[config.mk]
export PLATFORM = sky130hd
export DESIGN_NAME = run_sat_counter
export DESIGN_NICKNAME = d
export VERILOG_FILES = /design/src/rtl/mips_run_pkg.sv /design/src/rtl/run_sat_counter.sv
export SDC_FILE = /design/constraint.sdc
export NUM_CORES = 1
export LEC_CHECK = 0
export CAP_MARGIN = 30
export CORE_UTILIZATION = 43
export DETAILED_ROUTE_END_ITERATION = 6
export PLACE_DENSITY = 0.85
export SLEW_MARGIN = 20
export SYNTH_ARGS = -nofsm -noshare
export SYNTH_HDL_FRONTEND = slang
export SYNTH_SLANG_ARGS = --single-unit
[constraint.sdc]
create_clock -name clk -period 1.4 [get_ports clk]
set_input_delay 0.21 -clock clk [delete_from_list [all_inputs] [get_ports clk]]
set_output_delay 0.21 -clock clk [all_outputs]
set_load 0.02 [all_outputs]
[src/rtl/mips_run_pkg.sv]
`default_nettype none
// ============================================================================
//  Module   : mips_run_pkg
//  Purpose  : Shared types and constants for the MIPS run controller /
//             result checker (state enumeration, fail_code encoding).
//  Revision : 1.0 - initial release
// ============================================================================
package mips_run_pkg;

  // Width of the fail_code output
  localparam int FC_W = 2;

  // Controller states; PASS, FAIL and TIMEOUT are terminal
  typedef enum logic [2:0] {
    ST_HOLD    = 3'd0,
    ST_RUN     = 3'd1,
    ST_PASS    = 3'd2,
    ST_FAIL    = 3'd3,
    ST_TIMEOUT = 3'd4
  } run_state_e;

  // fail_code encoding
  localparam logic [FC_W-1:0] FC_NONE     = 2'd0;
  localparam logic [FC_W-1:0] FC_BAD_DATA = 2'd1;
  localparam logic [FC_W-1:0] FC_BAD_ADDR = 2'd2;
  localparam logic [FC_W-1:0] FC_TIMEOUT  = 2'd3;

  // True for the sticky verdict states
  function automatic logic is_terminal(input run_state_e s);
    return (s == ST_PASS) || (s == ST_FAIL) || (s == ST_TIMEOUT);
  endfunction

endpackage
`default_nettype wire

[src/rtl/run_sat_counter.sv]
`default_nettype none
// ============================================================================
//  Module   : run_sat_counter
//  Purpose  : W-bit up counter with synchronous clear that sticks at
//             all-ones instead of wrapping.
//  Revision : 1.0 - initial release
// ============================================================================
module run_sat_counter
  import mips_run_pkg::*;
#(
  parameter int W = 16
) (
  input  logic         clk,
  input  logic         reset,   // synchronous, active-low
  input  logic         clr,
  input  logic         en,
  output logic [W-1:0] count
);

  logic [W-1:0] count_q;
  logic [W-1:0] count_d;

  // Next count: clear has priority, increment stops at all-ones
  always_comb begin
    count_d = count_q;
    if (clr) begin
      count_d = '0;
    end else if (en && (count_q != {W{1'b1}})) begin
      count_d = count_q + W'(1);
    end
  end

  // Count register
  always_ff @(posedge clk) begin
    if (!reset) begin
      count_q <= '0;
    end else begin
      count_q <= count_d;
    end
  end

  assign count = count_q;

endmodule
`default_nettype wire

# Word-level counts from Yosys, hierarchy flattened

Cells that the tools add are included.

Register bits after elaboration: 16
Input port bits: 4
Output and inout port bits: 16

$add $sub $neg: 1
Equality and inequality tests: 1
Bitwise operators: 1
Reduce and logical (&&, ||, !) cells: 2

Operator list:

| kind                                                             | count |
|---|---|
| 16-bit by 1-bit adder with 16-bit output (second input constant) | 1 |
| 16-bit != test (second input constant)                           | 1 |
| 2-bit OR reduction                                               | 1 |
| 1-bit logical AND                                                | 1 |
| 1-bit inverter                                                   | 1 |

# Longest topological paths before layout

Word-level depth: 2
Mapped depth: 5
Mapped depth without buffers: 5

# Worst setup path before layout

Ideal clock, no wire load.

Path kind: reg2reg
Start point: register count_q[0] (netlist: count[0])
End point: register count_q[14] (netlist: count[14])
Library setup time: 0.115 ns
Data arrival time: 1.551 ns
Slack: -0.265 ns
Cell stages (with the launch flop): 6
Path buffers: 0
Period minus slack after synthesis: 1.665 ns
Cell sequence: dfxtp_1 > ha_1 > and4_2 > o311ai_2 > o31a_1 > o21a_1

Longest elaborated chain between the ends: 2

RTL lines:

| element                                                                          | RTL line              | text |
|---|---|---|
| from (decl)                                                                      | run_sat_counter.sv:20 | `logic [W-1:0] count_q;` |
| from (signal assigned)                                                           | run_sat_counter.sv:38 | `count_q <= count_d;` |
| branches (longest 2 deep; another with 16-bit by 1-bit adder with 16-bit output) | n/a                   |  |

Parallel ways; which one is timed is not known.
A chain may end at the register's enable or synchronous reset.

# Final worst setup path

Same ends and word-level chain as after synthesis.

==> impl_table.tex <==
\begin{tabular}{lr}
\hline
Metric & Value \\
\hline
\multicolumn{2}{l}{\textbf{Status}} \\
\quad Status & finished with violations \\
\quad Violations in the final reports & setup timing \\
\multicolumn{2}{l}{\textbf{Worst setup path}} \\
\quad Cell family with most CP delay & compound AO/OA/AOI/OAI gates \\
\quad Depth of the worst register-to-register path & 5 \\
\quad Crit-path cells & ha\_4 > and4\_4 > o311ai\_4 > o31a\_1 > o21a\_1 \\
\quad Category of the critical setup timing path & flop to flop \\
\quad Worst endpoint required time & 1.60 ns \\
\quad Destination of the worst register-to-register timing path & count[14] \\
\quad Kind of launch point of the worst setup path & flop \\
\quad R2R setup slack & -0.09 ns \\
\quad R2R Path Start & count[0] \\
\quad Startpoint of the most critical setup path & count[0] \\
\quad Delay of the slowest cell on the worst path & 0.38 ns \\
\quad CP Max Fanout & 4 \\
\quad Critical path capture point type & flop \\
\quad Data arrival time of the critical path & 1.69 ns \\
\quad Critical Path Slowest Stage Cell & sky130\_fd\_sc\_hd\_\_dfxtp\_4 \\
\quad Crit path buf inv count & 0 \\
\multicolumn{2}{l}{\textbf{Global routing}} \\
\quad Largest net degree at the start of global routing & 11 \\
\quad Overall track demand over capacity in global routing & 27.5\% \\
\quad Global-route wire length before repair & 4100 µm \\
\quad Global-route congestion overflow total & 0 \\
\quad Number of global-route vias before repair & 869 \\
\quad Initial antenna violation count & 0 \\
\multicolumn{2}{l}{\textbf{Job}} \\
\quad Number of max-cap violations & 0 \\
\multicolumn{2}{l}{\textbf{Clock tree}} \\
\quad CTS clock-pin slew for the worst setup and hold paths & 0.10 ns \\
\quad Clock Tree Buf Depth & 2 \\
\quad Hold-fix buffers at CTS & 0 \\
\quad CTS tree & done \\
\quad Clock root cell & sky130\_fd\_sc\_hd\_\_clkbuf\_4 \\
\quad Clock insertion delay at the later pin of the skew report & 0.30 ns \\
\quad Number of levels the H-tree was split into & 1 \\
\quad Clock sink count & 16 \\
\quad Total clock buffers created by CTS & 3 \\
\multicolumn{2}{l}{\textbf{Floorplan}} \\
\quad Top-level I/O count & 20 \\
\quad Placeable Area & 1800 µm² \\
\quad Number of core rows & 15 \\
\quad Initial cell density of the core & 48.0\% \\
\quad Die Outline Area & 2190 µm² \\
\quad Die span in y & 46.8 µm \\
\quad Die width & 46.8 µm \\
\multicolumn{2}{l}{\textbf{Timing}} \\
\quad Slew headroom & 72.4\% \\
\quad Number of hold violations in the final report & 0 \\
\quad Fmax & 671 MHz \\
\quad Number of pins with negative max-slew slack in the final report & 0 \\
\quad Unrepaired setup endpoints after global routing & true \\
\quad Final setup TNS & -0.544 ns \\
\quad Worst Max-Slew Pin Slew & 0.412 ns \\
\quad Final worst path period need & 1.49 ns \\
\quad Final count of negative-setup-slack endpoints & 10 \\
\quad Slack of the critical path & -0.0898 ns \\
\quad Final cycle utilization of the critical path & 106\% \\
\quad Layout Skew & 0.00840 ns \\
\multicolumn{2}{l}{\textbf{Cells and area}} \\
\quad Most common library cell in the layout ignoring fill and taps & sky130\_fd\_sc\_hd\_\_buf\_4 \\
\quad Nets@finish & 152 \\
\quad FF/Latch Area & 360 µm² \\
\quad Area Growth Syn to Fin & 74.1\% \\
\quad Layout cell share with drive strength beyond 1 & 50.0\% \\
\quad Multi-input gate area in the final layout & 652 µm² \\
\quad Number of flip-flops under the largest register name & 16 \\
\quad Number of fill cells & 103 \\
\quad Number of diodes added for antenna fixing & 0 \\
\quad Commonest cells after routing, fill and taps aside & sky130\_fd\_sc\_hd\_\_buf\_4 (31), sky130\_fd\_sc\_hd\_\_dlygate4sd2\_1 (16), sky130\_fd\_sc\_hd\_\_nor2\_1 (9), sky130\_fd\_sc\_hd\_\_dfxtp\_4 (8), sky130\_fd\_sc\_hd\_\_dfxtp\_2 (8) \\
\multicolumn{2}{l}{\textbf{Drt}} \\
\quad Pre-antenna DRT Iters & 4 \\
\quad Routed wire length per instance & 17.0 µm \\
\quad Total number of vias & 971 \\
\quad Length of routed met2 wiring & 1480 µm \\
\quad Wl on met1 & 1260 µm \\
\quad Detail-routed via count per cell & 5.68 \\
\quad DRC violation total after the first TritonRoute iteration & 21 \\
\quad Total met3 wirelength after detailed routing & 106 µm \\
\quad Uppermost layer routed & met4 \\
\quad Total detailed-routing wirelength & 2910 µm \\
\quad DRC & 0 \\
\quad Post-detailed-route count of antenna-violating nets & 0 \\
\multicolumn{2}{l}{\textbf{Power}} \\
\quad Power per unit of standard cell area & 504 nW/µm² \\
\quad Internal portion of total power & 0.571 mW \\
\quad Total power consumption of the routed design & 0.758 mW \\
\quad Net switching component of the power & 0.187 mW \\
\quad Peak ir drop on the vdd network & 0.000462 V \\
\quad Clock share of power & 34.9\% \\
\quad Gate power share & 6.4\% \\
\quad Fraction of power spent switching nets & 24.7\% \\
\quad Sequential Power Share & 58.7\% \\
\quad Leakage & 0.690 nW \\
\multicolumn{2}{l}{\textbf{Logic synthesis}} \\
\quad Fraction of synthesized cell area taken by the top area cell type & 37.0\% \\
\quad Top area cells in the synthesized netlist & sky130\_fd\_sc\_hd\_\_dfxtp\_1 (37\%), sky130\_fd\_sc\_hd\_\_nand4\_4 (4.9\%), sky130\_fd\_sc\_hd\_\_nor2\_1 (4.3\%), sky130\_fd\_sc\_hd\_\_o41ai\_4 (3.2\%), sky130\_fd\_sc\_hd\_\_xor2\_1 (3.0\%) \\
\quad Cell type with the largest total area after synthesis & sky130\_fd\_sc\_hd\_\_dfxtp\_1 \\
\quad Register bit total from synthesis & 16 \\
\quad Total of warnings raised by yosys & 0 \\
\quad Synthesized area per cell & 9.50 µm² \\
\quad Nets in the synthesized netlist & 96 \\
\quad Count of mapped cells out of synthesis & 91 \\
\quad Count of distinct cell types in the synthesized netlist & 38 \\
\quad Register area share after synthesis & 37.0\% \\
\quad Mapped Area & 865 µm² \\
\multicolumn{2}{l}{\textbf{Min path}} \\
\quad Sink of the worst hold path & count[11] \\
\quad Worst Min Path Start & count[11] \\
\quad Worst min path class & flop to flop \\
\quad Worst Hold Path Cells & 1 \\
\multicolumn{2}{l}{\textbf{Placement}} \\
\quad Quantity of I/O buffers inserted on ports & 19 \\
\quad Half-perimeter wire length after placement & 1790 µm \\
\quad Final weighted congestion in routability-driven placement & 0.878 \\
\hline
\end{tabular}
==> layer usage <==
layer | global-route usage (%) | up-vias
li1 | - | 462
met1 | 35.2 | 475
met2 | 45.6 | 27
met3 | 6.92 | 7
met4 | 8.57 | 0
met5 | 0 | -
==> worst register-to-register path: stages (launching register included) <==
cell and delay, ns:
sky130_fd_sc_hd__dfxtp_4 0.38, sky130_fd_sc_hd__ha_4 0.18, sky130_fd_sc_hd__and4_4 0.27, sky130_fd_sc_hd__o311ai_4 0.11, sky130_fd_sc_hd__o31a_1 0.29, sky130_fd_sc_hd__o21a_1 0.16
==> cells in the mapped netlist, drive strengths merged <==
cell type	count
dfxtp	16
nand4	4
nor3b	1
nor3	2
nor2	10
and4	3
nor4	3
o31a	1
nand3	5
o41ai	3
o211a	1
nand2	5
a41oi	1
o21ai	4
or4	2
and3	1
inv	2
xor2	3
a21oi	4
mux2i	1
nand2b	2
ha	1
o21a	1
xnor2	1
o311ai	3
o31ai	2
nor2b	1
o2111ai	1
clkbuf	1
and2	3
o211ai	1
or3	2
==> repair_timing <==
item                       4_1_cts  5_1_grt
resized for setup               31       12
setup endpoints to repair       28       17
setup buffers                    4        5
pin swaps                        7       14
==> worst max-delay path by stage <==
stage	slack, ns	to	cells after the start
after floorplan	-0.03	count[1]	5
after global placement	-0.29	count[9]	5
after detailed placement	-0.39	count[13]	5
after CTS	-0.08	count[1]	5
after global routing	-0.13	count[1]	4
final	-0.09	count[14]	5
==> stage by stage <==
step	hold WS, ns	worst slack (ns)	util, %	instances	instance area, µm²
2_1_floorplan	0.385	-0.0312	-	91	932
3_3_place_gp	0.487	-0.291	73.8	158	1330
3_5_place_dp	0.494	-0.390	73.8	158	1330
4_1_cts	0.494	-0.0769	78.4	166	1410
5_1_grt	0.514	-0.131	83.5	171	1510
6_report	0.510	-0.0898	83.5	171	1510
==> power by group through the flow <==
stage	registers, mW	clock network [mW]	logic (mW)
final	0.445	0.264	0.0485
after global routing	0.446	0.289	0.0525
after CTS	0.447	0.269	0.0476
after detailed placement	0.465	0	0.0490
after global placement	0.465	0	0.0471
after floorplan	0.468	0	0.0175
==> cells by family after synthesis <==
| family | share of synthesized area, % |
|---|---|
| and+or+nand+nor | 33.6 |
| AOI/OAI and AO/OA | 21.4 |
| DFF | 37.0 |
| xor gates and xnor gates | 4.05 |
| buffers and inverters | 1.30 |
| muxes | 1.16 |
| adders and majority gates | 1.45 |
==> layout make-up <==
cell class | instances | area share, %
inverter | 2 | 0.665
clock inverter | 1 | 0.249
sequential | 16 | 23.9
multi-input combinational | 72 | 43.3
tap | 25 | 2.08
timing repair buffer | 52 | 28.3
clock buffer | 3 | 1.50
Power figures use the tool's default switching activity.
